==> src/rtl/seq_mult32_if.sv <==
// Operand/product handshake bundle for seq_mult32.
// Each side transfers on a rising edge where its valid and ready are both high.
interface seq_mult32_if #(
  parameter int WIDTH = 32
);
  logic               in_valid;
  logic               in_ready;
  logic [WIDTH-1:0]   a;
  logic [WIDTH-1:0]   b;
  logic               out_valid;
  logic               out_ready;
  logic [2*WIDTH-1:0] product;
  logic               hi_nz;

  modport master (
    output in_valid, a, b, out_ready,
    input  in_ready, out_valid, product, hi_nz
  );

  modport slave (
    input  in_valid, a, b, out_ready,
    output in_ready, out_valid, product, hi_nz
  );
endinterface

==> src/rtl/seq_mult32.sv <==
// Sequential unsigned shift-add multiplier: retires one multiplier bit per cycle
// through a single WIDTH-bit adder. o_state exposes the FSM for debug.
module seq_mult32 #(
  parameter int WIDTH      = 32,
  parameter bit EARLY_ZERO = 1'b1
) (
  input  logic        clk,
  input  logic        rst_n,
  seq_mult32_if.slave bus,
  output logic [1:0]  o_state
);

  typedef enum logic [1:0] {
    S_IDLE = 2'd0,
    S_BUSY = 2'd1,
    S_DONE = 2'd2
  } state_t;

  localparam logic [5:0] LAST_COUNT = 6'(WIDTH - 1);

  state_t             r_state;
  state_t             w_next_state;
  logic [5:0]         r_count;
  logic [WIDTH-1:0]   r_acc_hi;
  logic [WIDTH-1:0]   r_acc_lo;
  logic [WIDTH-1:0]   r_mcand;
  logic [2*WIDTH-1:0] r_product;
  logic               r_hi_nz;

  logic               w_zero_op;
  logic               w_last;
  logic [WIDTH-1:0]   w_addend;
  logic [WIDTH:0]     w_sum;
  logic [2*WIDTH-1:0] w_acc_next;

  assign w_zero_op = EARLY_ZERO && ((bus.a == '0) || (bus.b == '0));
  assign w_last    = (r_count == LAST_COUNT);

  // The carry-out lands in acc_hi's MSB after the shift, so the product is exact.
  assign w_addend   = r_acc_lo[0] ? r_mcand : '0;
  assign w_sum      = {1'b0, r_acc_hi} + {1'b0, w_addend};
  assign w_acc_next = {w_sum, r_acc_lo[WIDTH-1:1]};

  always_ff @(posedge clk) begin
    if (!rst_n) begin
      r_state <= S_IDLE;
    end else begin
      r_state <= w_next_state;
    end
  end

  always_comb begin
    w_next_state = r_state;
    case (r_state)
      S_IDLE: begin
        if (bus.in_valid) begin
          w_next_state = w_zero_op ? S_DONE : S_BUSY;
        end
      end
      S_BUSY: begin
        if (w_last) begin
          w_next_state = S_DONE;
        end
      end
      S_DONE: begin
        if (bus.out_ready) begin
          w_next_state = S_IDLE;
        end
      end
      default: w_next_state = S_IDLE;
    endcase
  end

  always_ff @(posedge clk) begin
    if (!rst_n) begin
      r_count   <= '0;
      r_acc_hi  <= '0;
      r_acc_lo  <= '0;
      r_mcand   <= '0;
      r_product <= '0;
      r_hi_nz   <= 1'b0;
    end else begin
      case (r_state)
        S_IDLE: begin
          if (bus.in_valid) begin
            r_mcand  <= bus.a;
            r_count  <= '0;
            r_acc_hi <= '0;
            if (w_zero_op) begin
              r_acc_lo  <= '0;
              r_product <= '0;
              r_hi_nz   <= 1'b0;
            end else begin
              r_acc_lo <= bus.b;
            end
          end
        end
        S_BUSY: begin
          r_acc_hi <= w_acc_next[2*WIDTH-1:WIDTH];
          r_acc_lo <= w_acc_next[WIDTH-1:0];
          r_count  <= r_count + 6'd1;
          // Result register only updates on the final step, so it holds through IDLE/BUSY.
          if (w_last) begin
            r_product <= w_acc_next;
            r_hi_nz   <= |w_acc_next[2*WIDTH-1:WIDTH];
          end
        end
        default: begin
        end
      endcase
    end
  end

  assign bus.in_ready  = (r_state == S_IDLE);
  assign bus.out_valid = (r_state == S_DONE);
  assign bus.product   = r_product;
  assign bus.hi_nz     = r_hi_nz;
  assign o_state       = r_state;

endmodule

==> src/flat_wrapper.sv <==
// flat-port wrapper written by rule: the top's interface ports become plain ports
module seq_mult32_flat 
#(
  parameter int WIDTH      = 32,
  parameter bit EARLY_ZERO = 1'b1
)
  (clk, rst_n, o_state, bus_in_valid, bus_a, bus_b, bus_out_ready, bus_in_ready, bus_out_valid, bus_product, bus_hi_nz);
  seq_mult32_if #(.WIDTH(WIDTH)) bus_i ();
  input  logic clk;
  input  logic rst_n;
  output logic [1:0] o_state;
  input wire logic [$bits(bus_i.in_valid)-1:0] bus_in_valid;
  input wire logic [$bits(bus_i.a)-1:0] bus_a;
  input wire logic [$bits(bus_i.b)-1:0] bus_b;
  input wire logic [$bits(bus_i.out_ready)-1:0] bus_out_ready;
  output wire logic [$bits(bus_i.in_ready)-1:0] bus_in_ready;
  output wire logic [$bits(bus_i.out_valid)-1:0] bus_out_valid;
  output wire logic [$bits(bus_i.product)-1:0] bus_product;
  output wire logic [$bits(bus_i.hi_nz)-1:0] bus_hi_nz;
  assign bus_i.in_valid = bus_in_valid;
  assign bus_i.a = bus_a;
  assign bus_i.b = bus_b;
  assign bus_i.out_ready = bus_out_ready;
  assign bus_in_ready = bus_i.in_ready;
  assign bus_out_valid = bus_i.out_valid;
  assign bus_product = bus_i.product;
  assign bus_hi_nz = bus_i.hi_nz;
  seq_mult32 #(.WIDTH(WIDTH), .EARLY_ZERO(EARLY_ZERO)) u_core (.clk(clk), .rst_n(rst_n), .bus(bus_i), .o_state(o_state));
endmodule
==> config.mk <==
export PLATFORM = sky130hd
export DESIGN_NAME = seq_mult32_flat
export DESIGN_NICKNAME = d
export VERILOG_FILES = /design/src/rtl/seq_mult32_if.sv /design/src/rtl/seq_mult32.sv /design/src/flat_wrapper.sv
export SDC_FILE = /design/constraint.sdc
export NUM_CORES = 1
export LEC_CHECK = 0
export CORE_MARGIN = 3
export CORE_UTILIZATION = 38
export DETAILED_ROUTE_END_ITERATION = 6
export GPL_ROUTABILITY_DRIVEN = 0
export PLACE_DENSITY = 0.58
export SLEW_MARGIN = 20
export SYNTH_ARGS = -nofsm -noshare
export SYNTH_HDL_FRONTEND = slang
export SYNTH_SLANG_ARGS = --single-unit
==> constraint.sdc <==
create_clock -name clk -period 4.6 [get_ports clk]
set_clock_uncertainty 0.15 [all_clocks]
set_input_delay 0.46 -clock clk [delete_from_list [all_inputs] [get_ports clk]]
set_output_delay 0.46 -clock clk [all_outputs]
set_load 0.01 [all_outputs]
# Word-level counts from Yosys, hierarchy flattened
# Cells that the tools add are included.
# W data, S select, Z words.
# word_totals
regBits	169
inputBits	68
output_inout_bits	69
# classes
addsub	2
n_eq_ne	7
mux	21
n_reduce_logical	10
# op_table
operator	count
$mux W64	3
$mux W32	4
$pmux W32 S2	2
$pmux W64 S2	1
$logic_not A32 Y1	2
$add A32 B32 Y33	1
$reduce_or A32 Y1	1
$pmux W6 S2	1
$mux W2	4
$add A6 B1 Y6 const B	1
$eq A6 B5 Y1 const B	1
$mux W6	1
$pmux W2 S3	1
$ne A2 B1 Y1 const B	2
$ne A2 B2 Y1 const B	2
$reduce_and A2 Y1	2
$reduce_and A4 Y1	1
$mux W1	3
$reduce_and A3 Y1	1
$eq A2 B1 Y1 const B	1
$eq A2 B2 Y1 const B	1
$logic_not A2 Y1	1
$pmux W1 S2	1
$reduce_bool A2 Y1	1
$logic_or A1 B1 Y1	1

# Depth between registers and ports, before layout
# Gate-level depths: netlist (run 1).
# depth
word_depth	5
mapped_depth	15
depth_no_buf	14

# Worst setup path before layout (run 1)
# Ideal clock, no wire load.
# synth_timing
path_type	register to register
from	reg u_core.r_acc_lo[0]
to	reg u_core.r_hi_nz (netlist: u_core.bus.hi_nz)
setup_time_ns	0.120
t_arrival_ns	3.500
slack_ns	0.830
stages_incl_launch_ff	16
cell_sequence	dfxtp_1 -> clkbuf_1 -> and2_1 -> ha_1 -> inv_1 -> fa_1 -> nand2b_1 -> a21oi_1 -> xor2_1 -> or4_1 -> a21oi_1 -> or4b_1 -> nor4b_2 -> nor4b_2 -> nand4_1 -> o31a_1
# synth_via
elab_chain_cells	5
# synth_rtl
element	line	source
start, declared	seq_mult32.sv:25	logic [WIDTH-1:0] r_acc_lo;
start signal, assigned	seq_mult32.sv:94	r_acc_lo <= bus.b;
start signal, assigned	seq_mult32.sv:100	r_acc_lo <= w_acc_next[WIDTH-1:0];
$mux W32	seq_mult32.sv:40	assign w_addend = r_acc_lo[0] ? r_mcand : '0;
$add A32 B32 Y33	seq_mult32.sv:41	assign w_sum = {1'b0, r_acc_hi} + {1'b0, w_addend};
$reduce_or A32 Y1	seq_mult32.sv:105	r_hi_nz <= |w_acc_next[2*WIDTH-1:WIDTH];
$mux W1	seq_mult32.sv:103	if (w_last) begin
$pmux W1 S2	seq_mult32.sv:83	case (r_state)
end signal, assigned	seq_mult32.sv:105	
end, declared	seq_mult32.sv:28	logic r_hi_nz;
# Every way passes these cells. The select of a mux whose other input is x is not followed.
# A chain may end at the register's enable or synchronous reset.

# Worst setup path in the final report (run 1)
# Ends and elaborated chain as after synthesis.

==> metrics list, run 1 <==
- Clock power share: 0.410
- Yosys mapped a number of flops with a built-in enable equal to 0.
- The initial utilization of the core area, before any placement, comes to 0.394.
- Walking the worst path, the cells encountered are and2_1 > ha_1 > inv_1 > fa_1 > nand2b_1 > a211oi_1 > nor2b_1 > o21ba_2 > xnor2_1 > or4b_2 > nor3_1 > nor4bb_1 > nand4_1 > o31a_1.
- Seq pwr share: 0.446
* Most instantiated flip-flop cell in the synthesis netlist: dfxtp_1
* CP endpoint kind: flop
* Area delta synth->final: 26.7%
- At the later pin of the worst-skew pair, clock insertion delay measures 0.44 ns.
* Synthesized area divided by synthesized cell count: 7.88 sq um
- Counting flops with an async set or reset pin after synthesis yields a share of 0.
- The H-tree generated during clock tree synthesis spans 4 levels.
- During I/O placement, the number of pins put on the boundary was 137.
* Buffer depth of the longest clock path: 2
- Clk sinks: 169
- Of the post-synthesis cell area, the dominant cell type holds 0.418.
- In the final layout, the multi-input gates occupy 4430 sq um.
* Most frequent cells after synthesis: nand2_1 (185), dfxtp_1 (169), a21oi_1 (153)
- In this run the cell area of the synthesized design comes to 8100 sq um.
- Maximum fanout encountered on the critical timing path: 16
* Pin slew with the least headroom to its limit: 0.984 ns
- The worst setup path is launched from a flop.
- Setup slack, reg-to-reg: 0.38 ns
* Post-route clock period utilization: 0.918
- Wires add up to 24.6 mm.
- Remaining Overflow, GRT: 0
* Drt via density: 5.51
- FF+latch count, synth: 169
- Placeable core area: 20,600 sq um
- Count of pins over their slew limit: 0
* Sequential cell area: 3380 sq um
- Delay of the slowest cell on the worst path: 0.65 ns
- Worst setup slack after placement: 0.419 ns
* Count of max-cap constraint violations: 0
- The via count of the first global-routing pass was 7,115.
- In this run the power spent charging and discharging nets is 1.05 mW.
- Sequential share of the synthesized area: 0.418
- Data arrives at the worst endpoint at 4.41 ns.
* Number of buffer and inverter stages on the critical path: 1
* Row count: 52
* Hold violation total from the final report: 0
- Setup repair after global routing left no endpoint under its margin.
- In this run the clock root is driven by a clkbuf_16.
* Initial antenna violation count: 0
* Fin Setup TNS: 0 ns
- Final critical-path required period: 4.22 ns
- Total power divided by cell area: 346 nW/um^2
- Drt first pass iters: 6
- Cell family with the largest share of critical-path delay: simple AND/OR/NAND/NOR gates
* HPWL after DPL: 17.2 mm
- Distinct cell type count of the synthesized netlist: 56
- Count of antenna-violating nets left after detailed routing: 0
- Drc violations: 0
- Number of hold buffers added after cts: 0
* Internal power: 2.51 mW
* Full die area: 23,100 sq um
- Worst path required time: 4.79 ns
* Leakage: 3.86 nW
- Number of endpoints failing setup at the final stage: 0
* WL/cell: 17.4 um
* Worst setup slack after layout: 0.377 ns
- Counting the fill cells in the layout gives 2,042.
- In this run the vertical extent of the chip is 152 um.
- Leading area contributor after synthesis: dfxtp_1
- Ranked by total cell area, the synthesized netlist is headed by dfxtp_1 (42%), a21oi_1 (9.5%), nand2_1 (8.6%).
* Class of the tightest hold or removal check: flop to flop
- Of the cells placed in the final design, the portion with a size suffix greater than 1 is 0.0544.
- 0 antenna diodes ended up in the layout.
* Clk pin slew, worst setup/hold paths: 0.07 ns
- During placement, the flow inserted port buffers numbering 136.
- Remaining max-slew budget at the tightest pin: 0.344
* Count of yosys warnings during synthesis: 0
- By instance count, the leading cell after synthesis is nand2_1.
* Setup repair bufs after CTS: 0
* Wire length of the first global-routing pass: 39.0 mm
* Synthesized netlist net count: 1,130
- Sw Ratio: 0.295
- The final route contains 7,769 vias.
* Slowest CP cell: or4b_2
- For this run, the top clock speed supported by timing is 237 MHz.
- Total Power Consumption: 3.55 mW
- The flow ran to the end, and the final reports show no timing, DRC or antenna violations.
- At the end of the flow, the number of nets in the layout was 1,228.
* Tot GR Track Use: 0.205
- Critical path class: flop to flop
- The share of total power dissipated in combinational logic is 0.143.
- Number of instances resized during post-cts repair: 0
- The first routing iteration left 735 violations.
- Clock tree from TritonCTS: yes
- Chip width: 152 um
* Number of instances in the synthesized netlist: 1,028
- In this run, CTS created clock tree buffers numbering 17.
- Maximum number of pins on one net before global-route repair: 97
- Across the VDD grid, the largest voltage drop is 0.277 mV.
==> worst register-to-register path, delay by kind of cell, from the launching register on <==
kind / cells / cell delay [ns]
AOI/OAI and AO/OA: 3 / 0.80
and+or+nand+nor: 7 / 1.77
xor gates and xnor gates: 1 / 0.14
DFF: 1 / 0.63
adders and majority gates: 2 / 0.56
buffers and inverters: 1 / 0.06
==> registers in the layout, indices dropped and copies added, names as in the netlist <==
name / cells
u_core.r_acc_lo: 32
u_core.r_mcand: 32
u_core.r_count: 6
u_core.bus.product: 64
u_core.bus.hi_nz: 1
u_core.o_state: 2
u_core.r_acc_hi: 32
==> cell families after synthesis <==
kind of cell / after synthesis / synth area share
xor+xnor: 32 / 0.0346
fa+ha+maj: 34 / 0.0534
flops: 169 / 0.418
compound gates: 268 / 0.209
buf+inv: 83 / 0.0391
simple gates: 442 / 0.246
==> stage by stage <==
| step | instances | utilization | instance area (sq um) | hold slack, ns |
|---|---|---|---|---|
| 2_1_floorplan | 1028 | - | 8100 | 0.282 |
| 4_1_cts | 1409 | 0.499 | 10300 | 0.303 |
| 3_3_place_gp | 1377 | 0.470 | 9670 | 0.289 |
| 6_report | 1409 | 0.499 | 10300 | 0.300 |
| 3_5_place_dp | 1377 | 0.470 | 9670 | 0.294 |
| 5_1_grt | 1409 | 0.499 | 10300 | 0.318 |
==> path summary, 6_finish.rpt <==
check	startpoint	to	cells past startpoint
worst max-delay path	u_core.r_acc_lo[0]	u_core.bus.hi_nz	14
worst min-delay path	u_core.r_mcand[28]	u_core.r_mcand[28]	2
worst max register to register	u_core.r_acc_lo[0]	u_core.bus.hi_nz	14
worst min register to register	u_core.r_mcand[28]	u_core.r_mcand[28]	2
==> per-layer routing <==
metal  vias up  share of wire  global-route usage
li1       3830              -                   -
met1      3670           0.49               0.303
met2       243           0.44               0.310
met3        26          0.055              0.0429
met4         0          0.011              0.0432
met5         -              0                   0
==> cell usage in the layout, fill, tap and decap left out, drive strengths merged, types with 4 or more instances in the layout <==
cell type / instances
nor2: 113
nor2b: 5
nor4: 17
a222oi: 31
o21a: 5
a31oi: 4
nand4: 14
a22oi: 7
xor2: 16
clkdlybuf4s50: 136
nand2b: 7
inv: 19
a211oi: 5
and3: 7
nor3: 4
clkbuf: 18
and2: 35
nand2: 185
o21ai: 21
xnor2: 16
buf: 15
a21o: 13
o211ai: 4
dfxtp: 169
nand3: 42
ha: 33
a21oi: 153
==> final cells by class <==
cell class	instances	share of cell area
clock buffers	18	0.0428
clock inverters	14	0.0151
inverters	11	0.00427
multi-input cells	776	0.432
flip-flops and latches	169	0.330
well taps	270	0.0329
repair buffers	151	0.144
==> power groups by stage <==
stage | combinational [mW] | clock, mW | sequential, mW
finish | 0.509 | 1.46 | 1.59
global route | 0.555 | 1.55 | 1.59
CTS | 0.508 | 1.48 | 1.58
detailed placement | 0.506 | 0 | 1.62
global placement | 0.504 | 0 | 1.62
floorplan | 0.315 | 0 | 1.60
No activity file was read; power rests on OpenSTA's default activity.
==> run 2, diff against run 1 <==
HOLD_SLACK_MARGIN = 0.06   (was unset)
SLEW_MARGIN = unset   (was 20)
==> results of run 2 <==
No change in the layout: final DEF, timing and power equal those of run 1.
